### config.mk
export PLATFORM = sky130hd
export DESIGN_NAME = ksa_gen
export DESIGN_NICKNAME = d
export VERILOG_FILES = /design/src/rtl/ksa_pkg.sv /design/src/rtl/ksa_gen.sv
export SDC_FILE = /design/constraint.sdc
export NUM_CORES = 1
export LEC_CHECK = 0
export ABC_AREA = 1
export CAP_MARGIN = 15
export CELL_PAD_IN_SITES_DETAIL_PLACEMENT = 1
export CELL_PAD_IN_SITES_GLOBAL_PLACEMENT = 1
export CORE_MARGIN = 4
export CORE_UTILIZATION = 40
export DETAILED_ROUTE_END_ITERATION = 6
export PLACE_DENSITY_LB_ADDON = 0.1
export REMOVE_ABC_BUFFERS = 1
export SLEW_MARGIN = 20
export SYNTH_ARGS = -nofsm -noshare
export SYNTH_HDL_FRONTEND = slang
export SYNTH_SLANG_ARGS = --single-unit
### constraint.sdc
create_clock -name clk -period 4.5 [get_ports clk]
set_input_delay 0.9 -clock clk [delete_from_list [all_inputs] [get_ports clk]]
set_output_delay 0.9 -clock clk [all_outputs]
set_load 0.1 [all_outputs]
### src/rtl/ksa_pkg.sv
// Shared definitions for the RC4 key-scheduling engine: default sizing and
// the controller state encoding.
package ksa_pkg;

  localparam int KEY_BYTES_DEF = 3;
  localparam int ADDR_W_DEF    = 8;

  // One state per memory cycle of the schedule. INIT is skipped when the
  // engine is configured to shuffle a pre-loaded table.
  typedef enum logic [2:0] {
    S_IDLE = 3'd0,
    S_INIT = 3'd1,
    S_RD_I = 3'd2,
    S_RD_J = 3'd3,
    S_WR_I = 3'd4,
    S_WR_J = 3'd5,
    S_DONE = 3'd6
  } ksa_state_t;

endpackage

### src/rtl/ksa_gen.sv
// RC4 key-scheduling engine driving an external single-port RAM with a
// one-cycle read latency. Every i of the shuffle takes four cycles:
// read S[i], read S[j], write S[j] to i, then write S[i] to j.
// addr/wrdata are decoded from registered state, except in RD_J and WR_I
// where they must follow rddata in the same cycle to keep that cadence.
module ksa_gen
  import ksa_pkg::*;
#(
  parameter int KEY_BYTES = KEY_BYTES_DEF,
  parameter int ADDR_W    = ADDR_W_DEF,
  parameter int DO_INIT   = 1
) (
  input  logic                   clk,
  input  logic                   rst,
  input  logic                   en,
  output logic                   rdy,
  output logic                   done,
  input  logic [8*KEY_BYTES-1:0] key,
  output logic [ADDR_W-1:0]      addr,
  input  logic [ADDR_W-1:0]      rddata,
  output logic [ADDR_W-1:0]      wrdata,
  output logic                   wren
);

  // Width of the key-byte index; kept at least one bit for single-byte keys.
  localparam int KIDX_W = (KEY_BYTES > 1) ? $clog2(KEY_BYTES) : 1;

  ksa_state_t             state_reg;
  logic [ADDR_W-1:0]      i_reg;
  logic [ADDR_W-1:0]      j_reg;
  logic [ADDR_W-1:0]      si_reg;
  logic [KIDX_W-1:0]      kidx_reg;
  logic [8*KEY_BYTES-1:0] key_reg;
  logic                   rdy_reg;
  logic                   done_reg;
  logic                   wren_reg;

  logic                   i_last;
  logic                   kidx_last;
  logic [7:0]             kbyte;
  logic [ADDR_W-1:0]      kb;
  logic [ADDR_W-1:0]      jn;
  logic [ADDR_W-1:0]      addr_next;
  logic [ADDR_W-1:0]      wrdata_next;

  assign i_last    = &i_reg;
  assign kidx_last = (kidx_reg == KIDX_W'(KEY_BYTES - 1));

  // Select key byte (i mod KEY_BYTES); kidx_reg tracks that residue so no
  // divider is needed. Byte 0 sits in the most significant position.
  always_comb begin
    kbyte = 8'h00;
    for (int b = 0; b < KEY_BYTES; b++) begin
      if (kidx_reg == KIDX_W'(b)) begin
        kbyte = key_reg[8*(KEY_BYTES-1-b) +: 8];
      end
    end
  end

  assign kb = ADDR_W'(kbyte);
  assign jn = j_reg + rddata + kb;

  // Memory address and write data for the current state.
  always_comb begin
    addr_next   = '0;
    wrdata_next = '0;
    case (state_reg)
      S_INIT: begin
        addr_next   = i_reg;
        wrdata_next = i_reg;
      end
      S_RD_I: addr_next = i_reg;
      S_RD_J: addr_next = jn;
      S_WR_I: begin
        addr_next   = i_reg;
        wrdata_next = rddata;
      end
      S_WR_J: begin
        addr_next   = j_reg;
        wrdata_next = si_reg;
      end
      default: begin
        addr_next   = '0;
        wrdata_next = '0;
      end
    endcase
  end

  assign addr   = addr_next;
  assign wrdata = wrdata_next;
  assign rdy    = rdy_reg;
  assign done   = done_reg;
  assign wren   = wren_reg;

  // Controller: sequences the schedule and registers rdy/done/wren for the
  // state being entered.
  always_ff @(posedge clk or posedge rst) begin
    if (rst) begin
      state_reg <= S_IDLE;
      i_reg     <= '0;
      j_reg     <= '0;
      si_reg    <= '0;
      kidx_reg  <= '0;
      key_reg   <= '0;
      rdy_reg   <= 1'b1;
      done_reg  <= 1'b0;
      wren_reg  <= 1'b0;
    end else begin
      case (state_reg)
        S_IDLE: begin
          if (en) begin
            key_reg  <= key;
            i_reg    <= '0;
            j_reg    <= '0;
            kidx_reg <= '0;
            rdy_reg  <= 1'b0;
            if (DO_INIT != 0) begin
              state_reg <= S_INIT;
              wren_reg  <= 1'b1;
            end else begin
              state_reg <= S_RD_I;
              wren_reg  <= 1'b0;
            end
          end
        end
        S_INIT: begin
          if (i_last) begin
            i_reg     <= '0;
            state_reg <= S_RD_I;
            wren_reg  <= 1'b0;
          end else begin
            i_reg <= i_reg + ADDR_W'(1);
          end
        end
        S_RD_I: begin
          state_reg <= S_RD_J;
        end
        S_RD_J: begin
          si_reg    <= rddata;
          j_reg     <= jn;
          state_reg <= S_WR_I;
          wren_reg  <= 1'b1;
        end
        S_WR_I: begin
          state_reg <= S_WR_J;
        end
        S_WR_J: begin
          wren_reg <= 1'b0;
          if (i_last) begin
            state_reg <= S_DONE;
            done_reg  <= 1'b1;
          end else begin
            i_reg     <= i_reg + ADDR_W'(1);
            kidx_reg  <= kidx_last ? '0 : kidx_reg + KIDX_W'(1);
            state_reg <= S_RD_I;
          end
        end
        S_DONE: begin
          i_reg     <= '0;
          done_reg  <= 1'b0;
          rdy_reg   <= 1'b1;
          state_reg <= S_IDLE;
        end
        default: begin
          state_reg <= S_IDLE;
          rdy_reg   <= 1'b1;
          done_reg  <= 1'b0;
          wren_reg  <= 1'b0;
        end
      endcase
    end
  end

endmodule

# Word level (Yosys, flattened, before mapping)
# Cells that the tools add are included.
# totals
register_bits,56
latchBits,0
ramBits,0
romBits,0
in_bits,35
output_inout_bits,19
elab_cells,71
memories,0
# classes
add_sub_neg,4
n_mul,0
n_div,0
order_cmp,0
n_eq_ne,12
shifts,0
mux,25
bitwise_logic,3
reduce_logical,18
# op_table
operator,count
8-bit two-way mux,6
8-bit case mux with 3 select lines,2
8-bit case mux with 4 select lines,1
3-bit case mux with 6 select lines,1
8-bit adder,2
8-bit case mux with 2 select lines,1
2-bit AND reduction,5
5-bit OR reduction,2
3-bit == test (second input constant),3
3-bit two-way mux,3
3-bit AND reduction,3
8-bit by 1-bit adder with 8-bit output (second input constant),1
2-bit != test (second input constant),4
8-bit AND reduction,1
3-bit by 2-bit == test with 1-bit output (second input constant),2
2-bit two-way mux,3
3-bit OR reduction,2
1-bit two-way mux,4
1-bit case mux with 2 select lines,2
1-bit case mux with 4 select lines,1
2-bit case mux with 2 select lines,1
2-bit nonzero test,2
4-bit nonzero test,1
3-bit by 1-bit == test with 1-bit output (second input constant),1
6 further kinds,8

# Depth between registers and ports, before layout
# Gate-level depths: netlist of the first run.
# depth
ltp_word,6
mapped_depth,16
depth_no_buf,16

# Worst setup path before layout of the first run
# No wires, ideal clock.
# synth_path
path_type,input to output
start,input rddata[1]
end,output addr[2]
arrival_time_ps,3746
path_slack_ps,-146
stages,7
n_path_buf,0
cell_sequence,inv_1 -> fa_1 -> inv_1 -> ha_1 -> fa_1 -> inv_1 -> o221ai_1
# synth_via
elab_chain_len,3
# synth_lines
element,line,rtl
"start, declared",ksa_gen.sv:20,"input logic [ADDR_W-1:0] rddata,"
8-bit adder (2 in a row),ksa_gen.sv:61,assign jn = j_reg + rddata + kb;
8-bit case mux with 3 select lines,ksa_gen.sv:67,case (state_reg)
"end, declared",ksa_gen.sv:19,"output logic [ADDR_W-1:0] addr,"
# No other way between the ends.

# Worst setup path after layout of the first run
# layout_path
start,input rddata[1]
end,output addr[5]
# The elaborated chain is that of the path after synthesis.

==> results of run 1 <==
[how the worst min path moves through the flow]
stage | end | slack, ns | cells after the start
after floorplan | key_reg[13] | 0.44 | 2
after global placement | rdy | 0.45 | 2
after detailed placement | rdy | 0.46 | 2
after CTS | rdy | 0.47 | 2
after global routing | rdy | 0.50 | 2
final | rdy | 0.48 | 2
[layer usage]
| layer | vias up | track usage | wire length (um) |
|---|---|---|---|
| met5 | - | 0 | 0 |
| met4 | 0 | 0.0546 | 129 |
| met3 | 9 | 0.0293 | 406 |
| met2 | 57 | 0.341 | 4560 |
| met1 | 1482 | 0.292 | 4370 |
| li1 | 1463 | - | - |
[stage by stage]
stage / instances / setup TNS, ns / hold slack [ns] / util
after floorplan: 417 / -0.146 / 0.437 / -
after global placement: 573 / 0 / 0.454 / 0.500
after detailed placement: 573 / 0 / 0.458 / 0.500
after CTS: 581 / 0 / 0.474 / 0.511
after global routing: 581 / -0.130 / 0.505 / 0.514
final: 581 / 0 / 0.476 / 0.514
[power by group through the flow]
stage          combinational (mW)  clock, mW  sequential, mW
2_1_floorplan               0.336          0           0.591
6_report                    0.476      0.288           0.591
5_1_grt                     0.542      0.317           0.598
3_5_place_dp                0.465          0           0.602
3_3_place_gp                0.438          0           0.597
4_1_cts                     0.469      0.294           0.592
[cell usage in the layout (no fill, tap or decap)]
master                            netlist  final
sky130_fd_sc_hd__nand2_1              165    165
sky130_fd_sc_hd__nand3_1               27     27
sky130_fd_sc_hd__clkinvlp_4             0      1
sky130_fd_sc_hd__a22oi_1                2      2
sky130_fd_sc_hd__o2111ai_1              1      1
sky130_fd_sc_hd__or2_2                  1      1
sky130_fd_sc_hd__o21ai_1                8      8
sky130_fd_sc_hd__o221ai_1              14     14
sky130_fd_sc_hd__bufbuf_16              0      1
sky130_fd_sc_hd__clkdlybuf4s50_1        0     37
sky130_fd_sc_hd__dfrtp_1               55     55
sky130_fd_sc_hd__clkinv_2               0      1
sky130_fd_sc_hd__dfstp_2                1      1
sky130_fd_sc_hd__ha_1                   7      7
sky130_fd_sc_hd__a21o_1                 1      1
sky130_fd_sc_hd__xor2_1                 2      2
sky130_fd_sc_hd__nand4_1                5      5
sky130_fd_sc_hd__nor2_4                 4      4
sky130_fd_sc_hd__o22ai_1                3      3
sky130_fd_sc_hd__fa_1                   8      7
sky130_fd_sc_hd__o21ai_0               23     23
sky130_fd_sc_hd__fa_2                   0      1
sky130_fd_sc_hd__nor3_1                 2      2
sky130_fd_sc_hd__clkbuf_1               0      1
sky130_fd_sc_hd__nand2_2                4      4
sky130_fd_sc_hd__a21oi_1                5      4
sky130_fd_sc_hd__nor2_1                 8      7
sky130_fd_sc_hd__a21oi_2                0      1
sky130_fd_sc_hd__clkbuf_8               0      5
sky130_fd_sc_hd__buf_12                 0      6
sky130_fd_sc_hd__inv_2                  8      9
sky130_fd_sc_hd__nor2_2                 6      7
sky130_fd_sc_hd__o211ai_1               1      1
sky130_fd_sc_hd__a221oi_1               1      1
sky130_fd_sc_hd__inv_1                 55     54
sky130_fd_sc_hd__buf_4                  1     10
[cells in the mapped netlist, drive strengths merged]
cell type / count
a21o: 1
a21oi: 5
a221oi: 1
a22oi: 2
buf: 8
dfrtp: 55
dfstp: 1
fa: 8
ha: 7
inv: 63
nand2: 169
nand3: 27
nand4: 5
nor2: 18
nor3: 2
o2111ai: 1
o211ai: 1
o21ai: 31
o221ai: 14
o22ai: 3
or2: 1
xor2: 2
[worst reg2reg max path, stage by stage, from the launching register on]
cell	delay, ns
sky130_fd_sc_hd__dfrtp_1	0.43
sky130_fd_sc_hd__inv_1	0.11
sky130_fd_sc_hd__nor2_2	0.30
sky130_fd_sc_hd__a221oi_1	0.19
sky130_fd_sc_hd__fa_1	0.53
sky130_fd_sc_hd__inv_1	0.04
sky130_fd_sc_hd__ha_1	0.24
sky130_fd_sc_hd__fa_2	0.39
sky130_fd_sc_hd__nand3_1	0.09
sky130_fd_sc_hd__nand3_1	0.10
sky130_fd_sc_hd__o21ai_1	0.18
sky130_fd_sc_hd__o21ai_1	0.11
[final cells by class]
class | count | area, um2 | area share
Tap cell | 102 | 128 | 0.0316
Clock buffer | 6 | 72.6 | 0.0180
Sequential cell | 56 | 1400 | 0.348
Timing Repair Buffer | 54 | 598 | 0.148
Clock inverter | 2 | 12.5 | 0.00310
Inverter | 63 | 236 | 0.0586
Multi-Input combinational cell | 298 | 1580 | 0.392
[repair_timing]
| action | in CTS | in global routing |
|---|---|---|
| resized for setup | 0 | 4 |
| buffers inserted | 0 | 0 |
| endpoints found under the setup margin | 0 | 4 |
[logic make-up after synthesis]
logic type / synth area share
AO/OA/AOI/OAI: 0.113
XOR/XNOR: 0.00537
adder cells (fa/ha/maj): 0.0759
buffers and inverters: 0.0875
flip-flops: 0.430
AND/OR/NAND/NOR: 0.288
==> flow_summary.rst, run 1 <==
.. list-table::
   :header-rows: 1

   * - Metric
     - Value
   * - Status
     - finished, final reports clean
   * - H-Tree Level Count
     - 2
   * - Final estimated routing congestion in global placement
     - 0.838
   * - Final non-filler cell area
     - 4030 um2
   * - Number of DRC markers in iteration 0
     - 116
   * - First-pass GRT wire length
     - 16100 um
   * - Number of nets in the finished design
     - roughly 530
   * - Number of different library cells in the post-synthesis netlist
     - 29
   * - Worst-case vdd ir drop
     - 0.159 mV
   * - Total number of clock tree sinks
     - 56
   * - Number of buffers inserted for hold repair after clock tree synthesis
     - 0
   * - Cells along the critical path
     - clkdlybuf4s50_1 -> inv_1 -> fa_1 -> inv_1 -> ha_1 -> fa_2 -> nand3_1 -> nand3_1 -> o21ai_1 -> o221ai_1 -> bufbuf_16
   * - Final number of max-transition violations
     - 0
   * - Path type of the worst min-delay path
     - flop to flop
   * - Actual transition at the worst max-transition pin
     - 0.964 ns
   * - Remaining global-route overflow
     - 0
   * - Sequential Power Share
     - 0.436
   * - Combinational fraction of design power
     - 0.351
   * - Max FFs per register
     - 24
   * - Via density
     - 5.18
   * - Leading post-synthesis cells by cell area
     - sky130_fd_sc_hd__dfrtp_1 (42%), sky130_fd_sc_hd__nand2_1 (19%), sky130_fd_sc_hd__inv_1 (6.3%), sky130_fd_sc_hd__fa_1 (4.9%), sky130_fd_sc_hd__nand3_1 (4.1%)
   * - Power density cells
     - 336 nW/um2
   * - Yosys warnings
     - 0
   * - Lkg Pwr
     - roughly 2 nW
   * - Final HPWL from detailed placement
     - 7160 um
   * - Final clock skew
     - 0.00913 ns
   * - Net switching power
     - 0.511 mW
   * - Delay of the slowest cell on the worst path
     - 0.54 ns
   * - First-pass detailed-route iteration total
     - 4
   * - Terminus of the critical flop-to-flop path
     - j_reg[5]
   * - RSZ-0062 raised after global routing
     - true
   * - Maximum fanout along the worst path
     - 4
   * - Cells on worst reg2reg path
     - 11
   * - Post-layout worst setup margin
     - 0.0242 ns
   * - Worst EP arrival
     - 3.58 ns
   * - Via total after detailed routing
     - 3011
   * - Residual antenna-violating net count after detailed routing
     - 0
   * - Mean cell area of the mapped netlist
     - around 7.7 um2
   * - Final period utilization
     - 0.995
   * - Post-detailed-route wirelength per cell
     - 16.3 um
   * - Crit start category
     - primary input
   * - Total chip power
     - 1.35 mW
   * - Cells after synthesis
     - around 430
   * - Type of destination of the critical path
     - output pin
   * - Gate family responsible for the most delay along the worst path
     - adder cells
   * - Remaining max-slew budget at the tightest pin
     - 0.356
   * - Number of core rows
     - 32
   * - Max Freq
     - around 220 MHz
   * - Number of synthesized register bits
     - 56
   * - Required @ worst endpoint
     - 3.60 ns
   * - Min-delay src
     - rdy
   * - Number of filler cells placed in the layout
     - 1010
   * - Total of endpoints with negative setup slack in the final report
     - 0
   * - Initial standard-cell utilization of the core
     - 0.416
   * - Initial antenna violation count
     - 0
   * - P&R area growth vs syn
     - 23.6%
   * - Number of buffers on the longest clock path
     - 2
   * - Port bufs
     - 53
   * - Number of CTS-inserted buffers
     - 5
   * - Diode count
     - 0
   * - Clock transition time at the flip-flop clock pins of the worst setup and hold paths
     - 0.11 ns
   * - Proportion of power drawn by the clock network
     - 0.213
   * - R2r startpoint
     - kidx_reg[1]
   * - Bufs and invs on worst path
     - 4
   * - Floorplan die height
     - 98.3 um
   * - TritonCTS clock tree
     - yes
   * - Root buf cell
     - sky130_fd_sc_hd__clkbuf_8
   * - Post-synthesis sequential area ratio
     - 0.430
   * - Capture point of the critical path
     - addr[5]
   * - Yosys top cell by area
     - sky130_fd_sc_hd__dfrtp_1
   * - Area of the core
     - 7850 um2
   * - Width of the die
     - 98.3 um
   * - R2R Setup Slk
     - 1.67 ns
   * - WP depth
     - 11
   * - Total track usage
     - 0.209
   * - Latest clock arrival within the worst-skew pair
     - 0.32 ns
   * - Fraction of final layout cells with drive strength greater than 1
     - 0.109
   * - Switching part of the total
     - 0.377
   * - DIE AREA
     - 9660 um2
   * - Dpl cell area
     - 3930 um2
   * - Critical path launch point
     - rddata[1]
   * - Wire length after detailed routing
     - 9460 um
   * - Slowest cell on the critical path
     - sky130_fd_sc_hd__fa_1
   * - Fin crit period
     - 4.48 ns
   * - IO Count
     - 54
   * - Design internal power
     - ~0.84 mW
   * - Classification of the worst setup path
     - primary input to output pin
   * - Pre-CTS setup slack
     - roughly 0.098 ns
   * - Number of design rule violations left after detail routing
     - 0
   * - Syn Std Cell Area
     - 3260 um2
   * - Number of maximum-capacitance violations
     - 0
   * - Via count of the first global-routing pass
     - 3115
   * - Share of Yosys cell area claimed by the top area cell type
     - 0.422
   * - Hold Violations, Final
     - 0
   * - Largest net degree at the start of global routing
     - 42
Note: power is estimated with default switching activity, not from simulation.
==> run 2: changes to the inputs <==
--- a/config.mk
+++ b/config.mk
@@ -6,6 +6,7 @@
 export NUM_CORES = 1
 export LEC_CHECK = 0
 export ABC_AREA = 1
+export ABC_CLOCK_PERIOD_IN_PS = 4500
 export CAP_MARGIN = 15
 export CELL_PAD_IN_SITES_DETAIL_PLACEMENT = 1
 export CELL_PAD_IN_SITES_GLOBAL_PLACEMENT = 1
==> results of run 2 <==
Same layout as run 1: the final DEF is identical, and so are final timing and power.
==> run 3: changes to the inputs <==
--- a/config.mk
+++ b/config.mk
@@ -14,7 +14,6 @@
 export CORE_UTILIZATION = 40
 export DETAILED_ROUTE_END_ITERATION = 6
 export PLACE_DENSITY_LB_ADDON = 0.1
-export REMOVE_ABC_BUFFERS = 1
 export SLEW_MARGIN = 20
 export SYNTH_ARGS = -nofsm -noshare
 export SYNTH_HDL_FRONTEND = slang
==> run 3 against run 2 <==
Critical path depth is the same. Critical path type unchanged. Largest cell class unchanged. Fmax rose by 1.1%. Clock skew down 0.0038 ns. Clock power is 18% higher. Final area grew 1.3%.
==> flow_summary.rst, run 3 (same netlist as run 1, synthesis figures left out) <==
.. list-table::
   :header-rows: 1

   * - Metric
     - Value
   * - Status
     - finished, final reports clean
   * - Most frequent standard cell in the layout excluding fill and tap cells
     - sky130_fd_sc_hd__nand2_1
   * - Cells on worst reg2reg path
     - 14
   * - Initial antenna violation count
     - 0
   * - Area of the core
     - 7850 um2
   * - Remaining global-route overflow
     - 0
   * - Diode count
     - 0
   * - Number of buffers on the longest clock path
     - 2
   * - IO Count
     - 54
   * - Terminus of the critical flop-to-flop path
     - j_reg[7]
   * - Max FFs per register
     - 24
   * - Crit start category
     - primary input
   * - Final number of max-transition violations
     - 0
   * - Required @ worst endpoint
     - 3.60 ns
   * - Number of maximum-capacitance violations
     - 0
   * - Worst EP arrival
     - roughly 3.5 ns
   * - Total number of clock tree sinks
     - 56
   * - Hold slack final
     - ~0.47 ns
   * - Gate family responsible for the most delay along the worst path
     - adder cells
   * - Critical path launch point
     - rddata[1]
   * - H-Tree Level Count
     - 2
   * - Fin crit period
     - 4.43 ns
   * - Latest clock arrival within the worst-skew pair
     - 0.32 ns
   * - Type of destination of the critical path
     - output pin
   * - Dpl cell area
     - between 3000 and 4000 um2
   * - Bufs and invs on worst path
     - 4
   * - Fraction of final layout cells with drive strength greater than 1
     - 0.121
   * - Actual transition at the worst max-transition pin
     - 0.976 ns
   * - Number of CTS-inserted buffers
     - 5
   * - TritonCTS clock tree
     - yes
   * - P&R area growth vs syn
     - 25.3%
   * - Final period utilization
     - 0.984
   * - Post-detailed-route wirelength per cell
     - 16.8 um
   * - Root buf cell
     - sky130_fd_sc_hd__clkbuf_8
   * - Clock transition time at the flip-flop clock pins of the worst setup and hold paths
     - 0.10 ns
   * - Number of design rule violations left after detail routing
     - 0
   * - Synth Net Count
     - approximately 480
   * - Classification of the worst setup path
     - primary input to output pin
   * - R2r startpoint
     - kidx_reg[1]
   * - Hold Violations, Final
     - 0
   * - Total of endpoints with negative setup slack in the final report
     - 0
   * - Width of the die
     - 98.3 um
   * - Path type of the worst min-delay path
     - flop to flop
   * - Floorplan die height
     - 98.3 um
   * - Worst-case vdd ir drop
     - 0.138 mV
   * - First-pass GRT wire length
     - 15900 um
   * - Residual antenna-violating net count after detailed routing
     - 0
   * - Power density cells
     - 354 nW/um2
   * - Final non-filler cell area
     - between 4000 and 5000 um2
   * - Via count of the first global-routing pass
     - 3193
   * - Number of DRC markers in iteration 0
     - 177
   * - Capture point of the critical path
     - addr[5]
   * - Number of nets in the finished design
     - 530
   * - Wire length after detailed routing
     - slightly below 10000 um
   * - DIE AREA
     - 9660 um2
   * - Top library cells by usage in the layout, fill and taps aside
     - sky130_fd_sc_hd__nand2_1 (164), sky130_fd_sc_hd__dfrtp_1 (55), sky130_fd_sc_hd__inv_1 (54)
   * - Number of buffers inserted for hold repair after clock tree synthesis
     - 0
   * - Max Freq
     - 226 MHz
   * - Number of core rows
     - 32
   * - R2R Setup Slk
     - 1.56 ns
   * - Via density
     - 5.23
   * - Remaining max-slew budget at the tightest pin
     - 0.347
   * - Non-filler instance count after layout
     - 583
   * - Maximum fanout along the worst path
     - 3
   * - Min-delay src
     - rdy
   * - Cells along the critical path
     - clkdlybuf4s50_1 -> inv_1 -> fa_1 -> inv_1 -> ha_2 -> fa_2 -> nand3_1 -> nand3_2 -> o21ai_1 -> o221ai_1 -> bufbuf_16
   * - Total track usage
     - 0.207
   * - Lkg Pwr
     - between 2 and 2.5 nW
   * - Final HPWL from detailed placement
     - 7470 um
   * - WP depth
     - 11
   * - Via total after detailed routing
     - 3052
   * - Largest net degree at the start of global routing
     - 38
   * - Final clock skew
     - 0.00534 ns
   * - Slowest cell on the critical path
     - sky130_fd_sc_hd__fa_1
   * - Delay of the slowest cell on the worst path
     - 0.53 ns
   * - First-pass detailed-route iteration total
     - 4
   * - Most used cell, CP
     - sky130_fd_sc_hd__inv_1
   * - Final estimated routing congestion in global placement
     - 0.878
   * - Initial standard-cell utilization of the core
     - 0.416
   * - Number of filler cells placed in the layout
     - 993
   * - Placed cells
     - between 500 and 600
   * - Port bufs
     - 53
## run 3: where the power goes
group          internal, mW  switching [mW]  leakage (nW)
Combinational         0.199           0.316          1.32
Sequential            0.554          0.0383         0.687
Clock                 0.166           0.173        0.0552
Total                 0.919           0.527          2.07
## run 3: worst min path at each step
stage	to	slack, ns	cells after the start
after CTS	rdy	0.48	2
after global placement	rdy	0.46	2
final	rdy	0.47	2
after detailed placement	rdy	0.46	2
after global routing	key_reg[2]	0.51	2
after floorplan	key_reg[13]	0.44	2
## run 3: repair_timing
action	in CTS	in global routing
buffers inserted	0	2
hold endpoints to repair	0	0
endpoints found under the setup margin	0	3
gates resized for setup	0	7
## run 3: worst register-to-register path: cells and delay by family, from the launching register on
kind | cells | cell delay (ns)
compound gates | 1 | 0.17
fa+ha+maj | 3 | 1.12
buf+inv | 4 | 0.39
simple gates | 6 | 0.72
flops | 1 | 0.44
## run 3: metrics by stage
stage / power, mW / utilization / worst slack [ns] / TNS (ns)
2_1_floorplan: 0.931 / - / 0.233 / 0
6_report: 1.45 / 0.521 / 0.0715 / 0
5_1_grt: 1.55 / 0.521 / -0.0575 / -0.113
4_1_cts: 1.41 / 0.515 / 0.0743 / 0
3_5_place_dp: 1.07 / 0.501 / 0.0703 / 0
3_3_place_gp: 1.06 / 0.501 / 0.143 / 0
## run 3: final cells by class
class | instances | area, um2 | share of cell area
Inverter | 63 | 236 | 0.0579
Tap cell | 102 | 128 | 0.0312
Sequential cell | 56 | 1400 | 0.343
Clock buffer | 6 | 72.6 | 0.0178
Multi-Input combinational cell | 298 | 1600 | 0.391
Timing Repair Buffer | 56 | 613 | 0.150
Clock inverter | 2 | 35.0 | 0.00857
## run 3: per-layer routing
layer  routed length [um]  global-route usage  vias to the layer above
met2                 4660               0.341                       74
met5                    0                   0                        -
met1                 4580               0.285                     1497
li1                     -                   -                     1467
met3                  435              0.0336                       14
met4                  143              0.0504                        0
